## config.mk

```make
export PLATFORM = sky130hd
export DESIGN_NAME = line_drawer
export DESIGN_NICKNAME = d
export VERILOG_FILES = /design/src/rtl/line_drawer.sv
export SDC_FILE = /design/constraint.sdc
export NUM_CORES = 1
export LEC_CHECK = 0
export CAP_MARGIN = 15
export CORE_MARGIN = 2
export CORE_UTILIZATION = 30
export DETAILED_ROUTE_END_ITERATION = 8
export GPL_TIMING_DRIVEN = 0
export HOLD_SLACK_MARGIN = 0.05
export PLACE_DENSITY = 0.5
export RECOVER_POWER = 100
export SLEW_MARGIN = 20
export SYNTH_ARGS = -nofsm -noshare
export SYNTH_HDL_FRONTEND = slang
export SYNTH_SLANG_ARGS = --single-unit
```

## constraint.sdc

```tcl
create_clock -name clk -period 4.67 [get_ports clk]
set_clock_uncertainty 0.2 [all_clocks]
set_input_delay 0.467 -clock clk [delete_from_list [all_inputs] [get_ports clk]]
set_output_delay 0.467 -clock clk [all_outputs]
set_load 0.02 [all_outputs]
```

## src/rtl/line_drawer.sv

```systemverilog
// line_drawer: Bresenham line rasteriser that streams one pixel per accepted framebuffer write.
// Optional LINE_DRAWER_CLIP_EN: points outside the active area are stepped over instead of written.
module line_drawer #(
  parameter int HOR_ACTIVE_PIXELS = 640,
  parameter int VER_ACTIVE_PIXELS = 480,
  localparam int X_WIDTH = $clog2(HOR_ACTIVE_PIXELS),
  localparam int Y_WIDTH = $clog2(VER_ACTIVE_PIXELS)
) (
  input  logic               clk,
  input  logic               rst,
  input  logic               start,
  output logic               ready,
  input  logic [X_WIDTH-1:0] x1,
  input  logic [Y_WIDTH-1:0] y1,
  input  logic [X_WIDTH-1:0] x2,
  input  logic [Y_WIDTH-1:0] y2,
  output logic [X_WIDTH-1:0] pixel_x,
  output logic [Y_WIDTH-1:0] pixel_y,
  output logic               pixel_write,
  input  logic               pixel_ready
);

  localparam int W = ((X_WIDTH > Y_WIDTH) ? X_WIDTH : Y_WIDTH) + 2;

  localparam logic [1:0] ST_IDLE = 2'd0;
  localparam logic [1:0] ST_INIT = 2'd1;
  localparam logic [1:0] ST_DRAW = 2'd2;

  logic [1:0]          state_q, state_d;
  logic [X_WIDTH-1:0]  cur_x_q, cur_x_d, end_x_q, end_x_d;
  logic [Y_WIDTH-1:0]  cur_y_q, cur_y_d, end_y_q, end_y_d;
  logic signed [W-1:0] dx_q, dx_d, dy_q, dy_d, err_q, err_d;
  logic                sx_q, sx_d, sy_q, sy_d;

  logic [X_WIDTH-1:0]  abs_x;
  logic [Y_WIDTH-1:0]  abs_y;
  logic signed [W:0]   e2, dx_ext, dy_ext;
  logic                at_end, in_range, step;

  // e2 gets one extra bit so 2*err can never wrap.
  assign e2     = {err_q, 1'b0};
  assign dx_ext = {dx_q[W-1], dx_q};
  assign dy_ext = {dy_q[W-1], dy_q};
  assign at_end = (cur_x_q == end_x_q) && (cur_y_q == end_y_q);

`ifdef LINE_DRAWER_CLIP_EN
  assign in_range = ({1'b0, cur_x_q} < (X_WIDTH + 1)'(HOR_ACTIVE_PIXELS)) &&
                    ({1'b0, cur_y_q} < (Y_WIDTH + 1)'(VER_ACTIVE_PIXELS));
`else
  assign in_range = 1'b1;
`endif

  // Off-screen points advance without waiting for the framebuffer.
  assign step        = (state_q == ST_DRAW) && (!in_range || pixel_ready);
  assign pixel_write = (state_q == ST_DRAW) && in_range;
  assign ready       = (state_q == ST_IDLE);
  assign pixel_x     = cur_x_q;
  assign pixel_y     = cur_y_q;

  always_comb begin
    state_d = state_q;
    cur_x_d = cur_x_q;
    cur_y_d = cur_y_q;
    end_x_d = end_x_q;
    end_y_d = end_y_q;
    dx_d    = dx_q;
    dy_d    = dy_q;
    sx_d    = sx_q;
    sy_d    = sy_q;
    err_d   = err_q;
    abs_x   = (end_x_q >= cur_x_q) ? end_x_q - cur_x_q : cur_x_q - end_x_q;
    abs_y   = (end_y_q >= cur_y_q) ? end_y_q - cur_y_q : cur_y_q - end_y_q;
    case (state_q)
      ST_IDLE: begin
        if (start) begin
          cur_x_d = x1;
          cur_y_d = y1;
          end_x_d = x2;
          end_y_d = y2;
          state_d = ST_INIT;
        end
      end
      ST_INIT: begin
        dx_d    = W'(abs_x);
        dy_d    = -W'(abs_y);
        sx_d    = (end_x_q >= cur_x_q);
        sy_d    = (end_y_q >= cur_y_q);
        err_d   = W'(abs_x) - W'(abs_y);
        state_d = ST_DRAW;
      end
      ST_DRAW: begin
        if (step) begin
          if (at_end) begin
            state_d = ST_IDLE;
          end else begin
            // Both axis decisions use the same pre-update e2.
            if (e2 >= dy_ext) begin
              err_d   = err_d + dy_q;
              cur_x_d = sx_q ? cur_x_q + X_WIDTH'(1) : cur_x_q - X_WIDTH'(1);
            end
            if (e2 <= dx_ext) begin
              err_d   = err_d + dx_q;
              cur_y_d = sy_q ? cur_y_q + Y_WIDTH'(1) : cur_y_q - Y_WIDTH'(1);
            end
          end
        end
      end
      default: state_d = ST_IDLE;
    endcase
  end

  always_ff @(posedge clk) begin
    if (rst) begin
      state_q <= ST_IDLE;
      cur_x_q <= '0;
      cur_y_q <= '0;
      end_x_q <= '0;
      end_y_q <= '0;
      dx_q    <= '0;
      dy_q    <= '0;
      sx_q    <= 1'b0;
      sy_q    <= 1'b0;
      err_q   <= '0;
    end else begin
      state_q <= state_d;
      cur_x_q <= cur_x_d;
      cur_y_q <= cur_y_d;
      end_x_q <= end_x_d;
      end_y_q <= end_y_d;
      dx_q    <= dx_d;
      dy_q    <= dy_d;
      sx_q    <= sx_d;
      sy_q    <= sy_d;
      err_q   <= err_d;
    end
  end

endmodule
```

==> summary.md, run 1 <==
| Metric | Value |
|---|---|
| Max Root-Sink Buffers | `2` |
| Post-synth EDFFs | `0` |
| Clock transition at the registers of the reported paths | `about 70 ps` |
| Max-slew headroom | `0.412` |
| Mux cell area share after synthesis | `0.0428` |
| Leak | `3.80 nW` |
| Endpoint, Worst Hold | `end_y_q[8]` |
| Peak VDD IR | `0.237 mV` |
| Num CTS Buffers | `9` |
| Via Count | `6801` |
| Worst EP arrival | `4550 ps` |
| Register area share after synthesis | `0.208` |
| Most used cell, CP | `o21ai_2` |
| DRC Markers | `0` |
| Ys flop type | `dfxtp_1` |
| Post-route insts no fill | `1367` |
| Initial Util | `0.303` |
| Post-synthesis cell count | `943` |
| Post-DRT Antenna Nets | `0` |
| Die Y-Extent | `roughly 160 um` |
| CTS tree | `built` |
| Initial antenna violation count | `0` |
| Post-route cell area | `0.00920 mm2` |
| Beginning of the worst hold path | `end_y_q[8]` |
| # rows | `57` |
| Die ar. | `~0.026 mm2` |
| Via density | `4.98` |
| Simple-gate area share of the yosys netlist | `0.167` |
| Async S/R FF share, synth | `0` |
| Total Routing Usage GR | `0.178` |
| Hold crit path type | `reg2reg` |
| Critical path endpoint category | `flip-flop` |
| Critical-path maximum fanout | `5` |
| Fillers | `2576` |
| Core area | `approximately 0.024 mm2` |
| I/O pin count | `63` |
| Nets | `1193` |
| CP Data Required Time | `approximately 4700 ps` |
| CP Launch Type | `flip-flop` |
| Worst r2r dst | `err_q[10]` |
| Final Cycle Share | `0.963` |
| Dpl hpwl | `17.6 mm` |
| Hold violation total from the final report | `0` |
| Area grow syn2layout | `25.9%` |
| Root Buffer | `clkbuf_16` |
| Share of cells above drive strength 1 | `0.138` |
| Cell count of the worst hold path | `2` |
| Final WL | `22.8 mm` |
| Synth cell types | `70` |
| Synthesized area per cell | `7.75 um2` |
| Vias in the first global route | `approximately 6600` |
| Syn Nets | `1098` |
| Most common cell after layout, fill and taps aside | `a21oi_1` |
| Initial DRC Count | `353` |
| Slowest-stage cell, CP | `fa_2` |
| Pins Over Slew Limit | `0` |
| Period minus WS final | `4500 ps` |
| Pre-Repair DR Iteration Count | `5` |
| CP peak stage delay | `a little over 400 ps` |
| Syn. warnings | `0` |
| Pwr dens | `between 500 and 600 mW/mm2` |
| Worst-Margin Slew | `882 ps` |
| WS Path Type | `reg2reg` |
| Ant. Diodes | `0` |
| Adder-cell share of the synthesized area | `0.203` |
| CTS H-tree depth | `3` |
| # Max-Cap Violations | `0` |
| Worst skew pair latency | `350 ps` |
| Final setup vio count | `0` |
| Fmax | `0.222 GHz` |
| Worst R2R Start | `pixel_x[0]` |
| Synth Register Bits | `76` |
| Critical-path cell list | `ha_4 -> inv_2 -> fa_2 -> a21oi_4 -> o22ai_2 -> o22a_2 -> a221oi_4 -> buf_6 -> mux2i_4 -> xnor2_2 -> ha_4 -> nor2b_4 -> o21ai_2 -> a21oi_2 -> o21ai_2 -> a21boi_2 -> o21ai_2 -> a21boi_2 -> nor3_2 -> nand2_2 -> a311oi_2` |
| First-pass GRT wire length | `35.9 mm` |
| Die width | `between 150 and 200 um` |
| Pin count of the biggest net entering global routing | `14` |
| Post-Place Cells | `1328` |
| R2R cell count | `21` |
| Drt wl/cell | `16.7 um` |
| Most frequent cells in the layout | `a21oi_1 (96), nor2_1 (93), ha_1 (92)` |
| Port bufs | `slightly above 60` |
| Placed Area | `0.00832 mm2` |
| XOR/XNOR share of the synthesized area | `0.0646` |
| Synth Cell Area | `0.00731 mm2` |
| Grt ovf | `0` |
| CTS Sinks | `76` |
| Placer congestion estimate | `0.876` |
| Status | `completed` |
| Main combinational cell family by area after synthesis | `compound AO/OA/AOI/OAI gates` |
| R2R Setup Slk | `170 ps` |
| Complex-gate fraction of the synthesized area | `0.249` |
[layer usage]
layer / wire [um] / up-vias / part of all wire / GRT usage
li1: - / 3512 / - / -
met1: 10800 / 3124 / 0.47 / 0.231
met2: 10700 / 130 / 0.47 / 0.302
met3: 696 / 35 / 0.031 / 0.0197
met4: 651 / 0 / 0.029 / 0.0704
met5: 0 / - / 0 / 0
[critical path: cells and delay by family (launching register included)]
kind	cells	cell delay (ps)
compound gates	11	1920
fa+ha+maj	3	800
simple gates	3	420
flops	1	400
mux	1	240
buf+inv	2	220
xor+xnor	1	170
[state kept, by name, indices dropped and copies added (netlist names)]
name / cells
dy_q: 12
err_q: 12
sx_q: 1
sy_q: 1
pixel_x: 10
pixel_y: 9
dx_q: 10
end_y_q: 9
state_q: 2
end_x_q: 10
[layout make-up]
type / count / area (um2) / area share
Buffer: 34 / 143 / 0.0155
Clock buffer: 11 / 243 / 0.0264
Clock inverter: 5 / 60.1 / 0.00653
Inverter: 90 / 338 / 0.0367
Multi-Input combinational cell: 742 / 5650 / 0.614
Sequential cell: 76 / 1570 / 0.170
Tap cell: 324 / 405 / 0.0441
Timing Repair Buffer: 85 / 791 / 0.0860
[cell usage after synthesis (7+ instances only)]
library cell,number,area [um2]
nor3_1,12,60.1
o211ai_1,7,52.6
nand3_1,14,70.1
xnor2_1,35,307
fa_1,9,180
dfxtp_1,76,1520
nor2_1,94,353
o21ai_0,44,220
nand2b_1,8,50.1
a21o_1,26,195
inv_1,89,334
mux2i_1,20,200
nor2b_1,13,81.3
a21oi_1,100,500
a211oi_1,31,233
clkbuf_1,26,97.6
nand2_1,81,304
o21a_1,11,82.6
xor2_1,17,149
mux2_2,10,113
o21bai_1,8,60.1
ha_1,104,1300
[kinds of logic (layout without fill, tap and decap cells)]
kind of cell               count (synthesis)  count (layout)
adders and majority gates                113             113
muxes                                     30              30
and+or+nand+nor                          264             264
DFF                                       76              76
AOI/OAI and AO/OA                        282             282
xor gates and xnor gates                  53              53
buffers and inverters                    125             225
[power by group]
part | total (mW) | switching (mW) | internal (mW)
sequential | 0.830 | 0.100 | 0.730
clock | 0.744 | 0.313 | 0.431
combinational | 3.14 | 1.72 | 1.42
[worst max-delay path by stage]
| stage | start | end | slack, ps | depth (start not counted) |
|---|---|---|---|---|
| 2_1_floorplan | pixel_x[0] | err_q[10] | 40 | 21 |
| 3_3_place_gp | pixel_x[0] | err_q[10] | -760 | 21 |
| 3_5_place_dp | pixel_x[0] | err_q[10] | -810 | 21 |
| 4_1_cts | pixel_x[0] | err_q[10] | -20 | 21 |
| 5_1_grt | err_q[5] | err_q[10] | -30 | 18 |
| 6_report | pixel_x[0] | err_q[10] | 170 | 21 |
[metrics by stage]
stage / TNS (ps) / power (mW) / worst slack (ps) / hold slack [ps] / utilization
floorplan: 0 / 2.76 / 36.0 / 240 / -
global placement: -3760 / 3.39 / -761 / 255 / 0.345
detailed placement: -3920 / 3.40 / -812 / 261 / 0.345
CTS: -23.0 / 4.30 / -23.0 / 270 / 0.365
global route: -52.4 / 5.07 / -34.2 / 296 / 0.382
finish: 0 / 4.71 / 171 / 267 / 0.382
[repair_timing]
item                       CTS  global route
gates cloned                 0             0
resized for setup           37            67
setup buffers                6            18
setup endpoints to repair    9             6
hold buffers                 0             0
pin swaps                    6            30
No activity file was read; power rests on OpenSTA's default activity.
==> inputs of run 2 (changes only) <==
--- a/config.mk
+++ b/config.mk
@@ -13,6 +13,7 @@
 export HOLD_SLACK_MARGIN = 0.05
 export PLACE_DENSITY = 0.5
 export RECOVER_POWER = 100
+export SKIP_CTS_REPAIR_TIMING = 1
 export SLEW_MARGIN = 20
 export SYNTH_ARGS = -nofsm -noshare
 export SYNTH_HDL_FRONTEND = slang
==> summary.md, run 2 (same netlist as run 1, synthesis figures left out) <==
| Metric | Value |
|---|---|
| Total Routing Usage GR | `0.176` |
| Pre-Repair DR Iteration Count | `4` |
| Share of cells above drive strength 1 | `0.152` |
| R2R cell count | `21` |
| Post-route insts no fill | `between 1000 and 1500` |
| Post-DRT Antenna Nets | `0` |
| I/O pin count | `63` |
| Port bufs | `61` |
| Pre-CTS setup slack | `-812 ps` |
| Via density | `4.98` |
| Regs by FF count | `dy_q x12, err_q x12` |
| Core area | `between 0.02 and 0.025 mm2` |
| Root Buffer | `clkbuf_16` |
| Clock transition at the registers of the reported paths | `70 ps` |
| Nets | `1205` |
| Grt ovf | `0` |
| Hold crit path type | `reg2reg` |
| Initial Util | `0.303` |
| Worst r2r dst | `err_q[10]` |
| Max-slew headroom | `0.409` |
| Worst R2R Start | `pixel_x[0]` |
| Initial DRC Count | `320` |
| Via Count | `6872` |
| CTS tree | `built` |
| Peak VDD IR | `0.237 mV` |
| Drt wl/cell | `between 15 and 20 um` |
| Initial antenna violation count | `0` |
| Area of the multi-input gates | `roughly 0.0057 mm2` |
| Beginning of the worst hold path | `end_y_q[8]` |
| Max Root-Sink Buffers | `2` |
| Final WL | `22.9 mm` |
| Vias in the first global route | `6576` |
| Ant. Diodes | `0` |
| Period minus WS final | `4530 ps` |
| Critical-path maximum fanout | `5` |
| Tot Pwr | `4.76 mW` |
| Dpl hpwl | `17.6 mm` |
| Die width | `approximately 160 um` |
| First-pass GRT wire length | `~35 mm` |
| Num CTS Buffers | `9` |
| CTS H-tree depth | `3` |
| Final Cycle Share | `0.970` |
| Most frequent cells in the layout | `a21oi_1 (96), nor2_1 (93), ha_1 (90)` |
| Post-Place Cells | `around 1300` |
| Endpoint, Worst Hold | `end_y_q[8]` |
| DRC Markers | `0` |
| Critical path endpoint category | `flip-flop` |
| Cell count of the worst hold path | `2` |
| Most common cell after layout, fill and taps aside | `a21oi_1` |
| Final setup vio count | `0` |
| Fillers | `around 2600` |
| # Max-Cap Violations | `0` |
| CTS Sinks | `76` |
| Die ar. | `between 0.02 and 0.03 mm2` |
| Leak | `3.87 nW` |
| Fmax | `0.221 GHz` |
| CP Data Required Time | `4720 ps` |
| CP Launch Type | `flip-flop` |
| Pins Over Slew Limit | `0` |
| Pin count of the biggest net entering global routing | `14` |
| R2R Setup Slk | `140 ps` |
| Pwr dens | `511 mW/mm2` |
| Area grow syn2layout | `27.4%` |
| Final WS setup | `138 ps` |
| Status | `completed` |
| Worst skew pair latency | `350 ps` |
| Worst EP arrival | `approximately 4600 ps` |
| # rows | `57` |
| Worst-Margin Slew | `886 ps` |
| WS Path Type | `reg2reg` |
| Hold violation total from the final report | `0` |
| Placer congestion estimate | `0.876` |
| Die Y-Extent | `approximately 160 um` |
| Sequential cell area | `0.00157 mm2` |
-- run 2: critical path, cell delays in order (launching register included) --
cell,delay [ps]
dfxtp_4,400
ha_4,140
inv_2,40
fa_2,390
a21oi_2,170
o22ai_2,110
o22a_2,230
a221oi_4,340
buf_6,190
mux2i_4,250
xnor2_2,180
ha_4,250
nor2b_4,130
o21ai_2,170
a21oi_2,90
o21ai_2,190
a21boi_2,90
o21ai_2,190
a21boi_2,90
nor3_2,200
nand2_2,100
a311oi_2,280
-- run 2: metal layers --
| layer | GRT usage | vias to the layer above | share of wire |
|---|---|---|---|
| li1 | - | 3547 | - |
| met3 | 0.0208 | 31 | 0.031 |
| met5 | 0 | - | 0 |
| met1 | 0.230 | 3161 | 0.48 |
| met2 | 0.294 | 133 | 0.47 |
| met4 | 0.0692 | 0 | 0.027 |
-- run 2: stage by stage --
step	utilization	TNS (ps)	cell area, um2	hold slack [ps]
2_1_floorplan	-	0	7310	240
3_3_place_gp	0.345	-3760	8320	255
3_5_place_dp	0.345	-3920	8320	261
4_1_cts	0.358	-4230	8620	270
5_1_grt	0.386	-77.9	9310	296
6_report	0.386	0	9310	267
-- run 2: cell type report --
class	count	share of cell area
multi-input cells	742	0.608
flip-flops and latches	76	0.169
repair buffers	96	0.0938
well taps	324	0.0435
inverters	90	0.0363
clock buffers	11	0.0261
plain buffers	35	0.0165
clock inverters	5	0.00645
-- run 2: worst max path at each step --
stage               start         to  slack (ps)  cells past startpoint
6_report       pixel_x[0]  err_q[10]         140                     21
5_1_grt        pixel_x[0]   err_q[9]         -40                     21
3_3_place_gp   pixel_x[0]  err_q[10]        -760                     21
4_1_cts        pixel_x[0]  err_q[10]        -840                     21
3_5_place_dp   pixel_x[0]  err_q[10]        -810                     21
2_1_floorplan  pixel_x[0]  err_q[10]          40                     21
-- run 2: where the power goes --
group	switching (mW)	internal (mW)	leakage, nW	total, mW
Clock	0.310	0.431	0.146	0.742
Sequential	0.0996	0.730	0.636	0.830
Combinational	1.71	1.48	3.08	3.19
==> inputs of run 3 (changes only) <==
--- a/config.mk
+++ b/config.mk
@@ -6,15 +6,14 @@
 export NUM_CORES = 1
 export LEC_CHECK = 0
 export CAP_MARGIN = 15
-export CORE_MARGIN = 2
 export CORE_UTILIZATION = 30
+export CTS_CLUSTER_SIZE = 8
 export DETAILED_ROUTE_END_ITERATION = 8
 export GPL_TIMING_DRIVEN = 0
 export HOLD_SLACK_MARGIN = 0.05
 export PLACE_DENSITY = 0.5
 export RECOVER_POWER = 100
 export SKIP_CTS_REPAIR_TIMING = 1
-export SLEW_MARGIN = 20
 export SYNTH_ARGS = -nofsm -noshare
 export SYNTH_HDL_FRONTEND = slang
 export SYNTH_SLANG_ARGS = --single-unit
==> summary.md, run 3 (same netlist as run 1, synthesis figures left out) <==
| Metric | Value |
|---|---|
| Status | `completed` |
| Peak VDD IR | `0.228 mV` |
| Fmax | `0.220 GHz` |
| Delay-heaviest family, CP | `compound AO/OA/AOI/OAI gates` |
| Hold violation total from the final report | `0` |
| Pins Over Slew Limit | `0` |
| CTS H-tree depth | `3` |
| CTS tree | `built` |
| CP Launch Type | `flip-flop` |
| Die width | `158 um` |
| Post-Place Cells | `~1300` |
| Area of the multi-input gates | `0.00560 mm2` |
| Area grow syn2layout | `25.4%` |
| Final WL | `22.2 mm` |
| Final setup vio count | `0` |
| DRC Markers | `0` |
| WS Path Type | `reg2reg` |
| Pin count of the biggest net entering global routing | `14` |
| Pre-Repair DR Iteration Count | `5` |
| Tot Pwr | `4.48 mW` |
| Critical-path maximum fanout | `6` |
| Most common cell after layout, fill and taps aside | `a21oi_1` |
| Initial antenna violation count | `0` |
| Critical path endpoint category | `flip-flop` |
| Worst EP arrival | `approximately 4600 ps` |
| Hold crit path type | `reg2reg` |
| Core area | `0.0237 mm2` |
| Total Routing Usage GR | `0.183` |
| Initial Util | `0.308` |
| Initial DRC Count | `348` |
| Die Y-Extent | `158 um` |
| Placer congestion estimate | `a little under 0.9` |
| Leak | `3.77 nW` |
| CP Data Required Time | `4720 ps` |
| First-pass GRT wire length | `34.9 mm` |
| # rows | `56` |
| Num CTS Buffers | `9` |
| Most frequent cells in the layout | `a21oi_1 (96), nor2_1 (93), ha_1 (88)` |
| Ant. Diodes | `0` |
| Post-route insts no fill | `1366` |
| Post-DRT Antenna Nets | `0` |
| RSZ-0062 raised after global routing | `yes` |
| Pwr dens | `489 mW/mm2` |
| Fillers | `approximately 2500` |
| Worst-Margin Slew | `between 800 and 900 ps` |
| Clock transition at the registers of the reported paths | `60 ps` |
| Final core utilization | `0.387` |
| Die ar. | `0.0250 mm2` |
| Share of cells above drive strength 1 | `0.139` |
| Dpl hpwl | `approximately 18 mm` |
| Grt ovf | `0` |
| Root Buffer | `clkbuf_16` |
| Max-slew headroom | `0.420` |
| Period minus WS final | `between 4000 and 5000 ps` |
| Port bufs | `61` |
| Vias in the first global route | `about 6500` |
| WP buf/inv | `2` |
| # Max-Cap Violations | `0` |
| Via Count | `6827` |
| Critical-path cell list | `ha_4 -> inv_2 -> fa_2 -> a21oi_4 -> o22ai_2 -> o22a_2 -> a221oi_4 -> buf_6 -> mux2i_2 -> xnor2_1 -> ha_1 -> nor2b_1 -> o21ai_1 -> a21oi_2 -> o21ai_2 -> a21boi_2 -> o21ai_2 -> a21boi_2 -> nor3_2 -> nand2_1 -> a311oi_1` |
| Final Cycle Share | `0.974` |
| Nets | `1197` |
| Sequential cell area | `0.00158 mm2` |
| Worst skew pair latency | `between 300 and 400 ps` |
| Slowest-stage cell, CP | `fa_2` |
| I/O pin count | `63` |
| CP peak stage delay | `between 400 and 500 ps` |
| Regs by FF count | `dy_q x12, err_q x12` |
| Via density | `between 4 and 5` |
| Drt wl/cell | `roughly 16 um` |
| Max Root-Sink Buffers | `2` |
| CTS Sinks | `76` |
run 3: path summary, 6_finish.rpt:
check / startpoint / to / slack [ps] / cells after the start
max: pixel_x[0] / err_q[10] / 120 / 21
min reg2reg: end_x_q[9] / end_x_q[9] / 270 / 2
max reg2reg: pixel_x[0] / err_q[10] / 120 / 21
min: end_x_q[9] / end_x_q[9] / 270 / 2
run 3: layout make-up:
class / instances / share of cell area
tap: 319 / 0.0435
inverter: 90 / 0.0369
sequential: 76 / 0.172
multi-input combinational: 742 / 0.611
timing repair buffer: 89 / 0.0896
clock inverter: 6 / 0.00423
buffer: 34 / 0.0162
clock buffer: 10 / 0.0261
run 3: layer usage:
layer	GRT usage	vias up	part of all wire
met1	0.244	3144	0.49
met5	0	-	0
met2	0.311	126	0.46
met3	0.0227	24	0.027
met4	0.0440	0	0.015
li1	-	3533	-
run 3: metrics by stage:
step / hold slack (ps) / setup slack [ps] / area (um2) / setup TNS, ps
after CTS: 267 / -735 / 8590 / -3610
after global routing: 295 / -66.5 / 9170 / -115
after detailed placement: 259 / -706 / 8320 / -3410
after floorplan: 240 / 36.0 / 7310 / 0
final: 267 / 122 / 9170 / 0
after global placement: 248 / -752 / 8320 / -3610
run 3: power by group:
group | total, mW | switching [mW] | internal (mW) | leakage (nW)
clock | 0.679 | 0.305 | 0.374 | 0.135
combinational | 2.97 | 1.61 | 1.36 | 2.99
sequential | 0.830 | 0.100 | 0.730 | 0.637
total | 4.48 | 2.01 | 2.47 | 3.77
run 3: worst register-to-register path, stage by stage, from the launching register on:
cell and delay, ps:
dfxtp_4 400, ha_4 140, inv_2 40, fa_2 410, a21oi_4 150, o22ai_2 100, o22a_2 230, a221oi_4 310
buf_6 190, mux2i_2 220, xnor2_1 180, ha_1 310, nor2b_1 150, o21ai_1 220, a21oi_2 100, o21ai_2 180
a21boi_2 90, o21ai_2 180, a21boi_2 90, nor3_2 190, nand2_1 120, a311oi_1 280
==> edit: new RTL, flow settings as in run 2 <==
Change the parameter `VER_ACTIVE_PIXELS` from 480 to 120.
--- a/src/rtl/line_drawer.sv
+++ b/src/rtl/line_drawer.sv
@@ -4,3 +4,3 @@
   parameter int HOR_ACTIVE_PIXELS = 640,
-  parameter int VER_ACTIVE_PIXELS = 480,
+  parameter int VER_ACTIVE_PIXELS = 120,
   localparam int X_WIDTH = $clog2(HOR_ACTIVE_PIXELS),
Interface: changed (resized pixel_y, y1 and y2); port bits go from 63 to 57. No check against the original RTL was run, so the function may have changed too.
==> edit against run 2 <==
- the flow now finishes with violations (negative setup slack)
- sequential power down 5.8%
- non-clock buffer count fell by 17
- sequential cell count decreased by 5
- routed wire length is 0.50% lower
- power shrank 13%
- setup slack got worse by 0.19 ns
- synthesized cell count shrank 1.1%
- design area is 4.4% lower
- sequential share of layout area is 0.53 points lower
- largest cell class unchanged
- first-iteration DRC count is 0.63% higher
- synthesized area rose by 0.21%
- largest power group unchanged
- count of clock-buffer cells in the layout is 1 lower
==> edit: results (changes against run 2) <==
The flow ran to the end, but the final reports show violations. The checks that failed: negative setup slack. The maximum number of pins on one net before global-route repair was 13 (-1); the worst relative slew slack was 44.5% (+3.6 points). The count of buffers from port buffering works out to 56 (-8.2%).

Number of vias per cell: 5.03 (+0.90%). For the number of antenna violations at the first check in global routing, the log shows 0 (unchanged). The highest cell delay on the worst timing path is 0.44 ns (+0.04 ns), and the placed wire-length estimate after detailed placement is 18100 um (+2.9%).

In this run the most critical hold path is launched from end_x_q[8]$_SDFFE_PP0P_. Proportion of total power due to net switching: 44.1% (-0.40 points). Slowest stage cell on the critical path: or4_4. The share of post-route cells with drive strength above 1 works out to 13.1% (-2.1 points). For the iteration-0 DRC count of the detailed router, the log shows 322 (+0.63%).

In the synthesized netlist, the cells that appear most often are ha_1, nor2_1, nand2_1. The final antenna diode count is 0 (unchanged). The peak supply drop was 0.227 mV (-4.2%).

The total of warnings raised by yosys is 0 (unchanged). The run gives 0.874 (-0.26%) as the placer congestion estimate. Instance area at placement: 8290 sq um (-0.42%).

Data arrival time of the critical path: 4.79 ns (+0.21 ns). The highest fanout seen on the critical path was 8 (+3). Family of cells with the greatest summed delay on the critical path: compound AO/OA/AOI/OAI gates.

The final net count was 1161 (-3.7%); the buffer levels on the longest clock path was 2 (unchanged). The tools report the length of routed met2 wiring as 10600 um (-0.47%). The tightest min-delay check is of the register to register type. The logs give 17.4% (-0.11 points) for the overall routing resource usage and 6478 (-1.5%) for the number of global-route vias before repair. The post-CTS clock slew at the launch and capture registers of the worst setup and hold paths was 0.06 ns; the total length of routed met3 wires was 605 um (-14%).

Minimum setup slack in the final design: -0.0520 ns (-0.190 ns). The total routed wirelength was 22800 um (-0.50%); the total routed wire length on the met1 layer was 11300 um (+3.9%). Async set or reset register ratio after synthesis: 0% (unchanged). The first-pass GRT wire length was 35200 um (-0.53%).

The buffer cell driving the clock tree root was clkbuf_16. In this run the worst setup path begins at dy_q[2]$_SDFFE_PP0N_. The static leakage power is 3.70 nW (-4.4%).

After synthesis, the cell types taking the most area are dfxtp_1, ha_1, a21oi_1. The fraction of the yosys area taken by sequential cells was 19.4% (-1.4 points). The time the final worst path needs with I/O delays and setup is 4.72 ns (+0.190 ns). In the final layout, the registers with the most flip-flops are err_q: 12 flops, dy_q: 11 flops. The latest clock arrival within the worst-skew pair was 0.35 ns (about the same); the final setup violation count was 1 (+1). The tools report the depth of the CTS H-tree as 3 (unchanged).

Top layer used by detailed routing: met4. The logs give 87 (+24%) for the number of distinct library cells after synthesis and 1076 (-2.0%) for the number of nets produced by synthesis. Number of iterations in the first detailed-routing pass: 5 (+1). The number of enable-type register cells in the synthesized netlist works out to 0 (unchanged). Dominant register cell in the synthesized netlist: dfxtp_1. The number of buffers created by CTS is 9 (unchanged).
-- edit: kinds of logic after synthesis --
logic type	share of synthesized area (%)
buffers and inverters	7.76
and+or+nand+nor	17.9
DFF	19.4
AOI/OAI and AO/OA	27.1
xor gates and xnor gates	5.02
adders and majority gates	18.9
muxes	3.95
-- edit: layer usage --
metal / up-vias / GRT usage [%]
met5: - / 0
met4: 0 / 3.48
met3: 16 / 2.16
met2: 103 / 30.0
met1: 3164 / 23.6
li1: 3485 / -
-- edit: stage by stage --
step / TNS [ns] / cells / worst slack (ns)
2_1_floorplan: 0 / 933 / 0.0831
3_3_place_gp: -1.69 / 1313 / -0.675
3_5_place_dp: -1.92 / 1313 / -0.745
4_1_cts: -2.17 / 1328 / -0.801
5_1_grt: -0.675 / 1346 / -0.263
6_report: -0.0520 / 1346 / -0.0520
-- edit: final timing paths --
check	endpoint	slack (ns)	cells past startpoint
setup / recovery	err_q[10]$_SDFFE_PP0P_	-0.05	19
hold / removal	end_x_q[8]$_SDFFE_PP0P_	0.28	2
setup reg to reg	err_q[10]$_SDFFE_PP0P_	-0.05	19
hold reg to reg	end_x_q[8]$_SDFFE_PP0P_	0.28	2
-- edit: area by class of cell --
cell class / instances / area [sq um]
clock buffers: 10 / 239
flip-flops and latches: 71 / 1460
fillers: 2634 / 15200
plain buffers: 40 / 251
repair buffers: 74 / 696
inverters: 86 / 325
clock inverters: 5 / 58.8
well taps: 324 / 405
multi-input cells: 736 / 5460
-- edit: power by group through the flow --
stage | logic [mW] | registers [mW] | clock network (mW)
detailed placement | 2.44 | 0.788 | 0
floorplan | 1.87 | 0.766 | 0
global placement | 2.43 | 0.789 | 0
CTS | 2.45 | 0.775 | 0.732
finish | 2.64 | 0.782 | 0.721
global route | 2.92 | 0.794 | 0.755
-- edit: tightest hold or removal path: cells and delay by family (launching register included) --
family,cells,cell delay [ns]
DFF,1,0.32
and+or+nand+nor,1,0.06
AOI/OAI and AO/OA,1,0.05
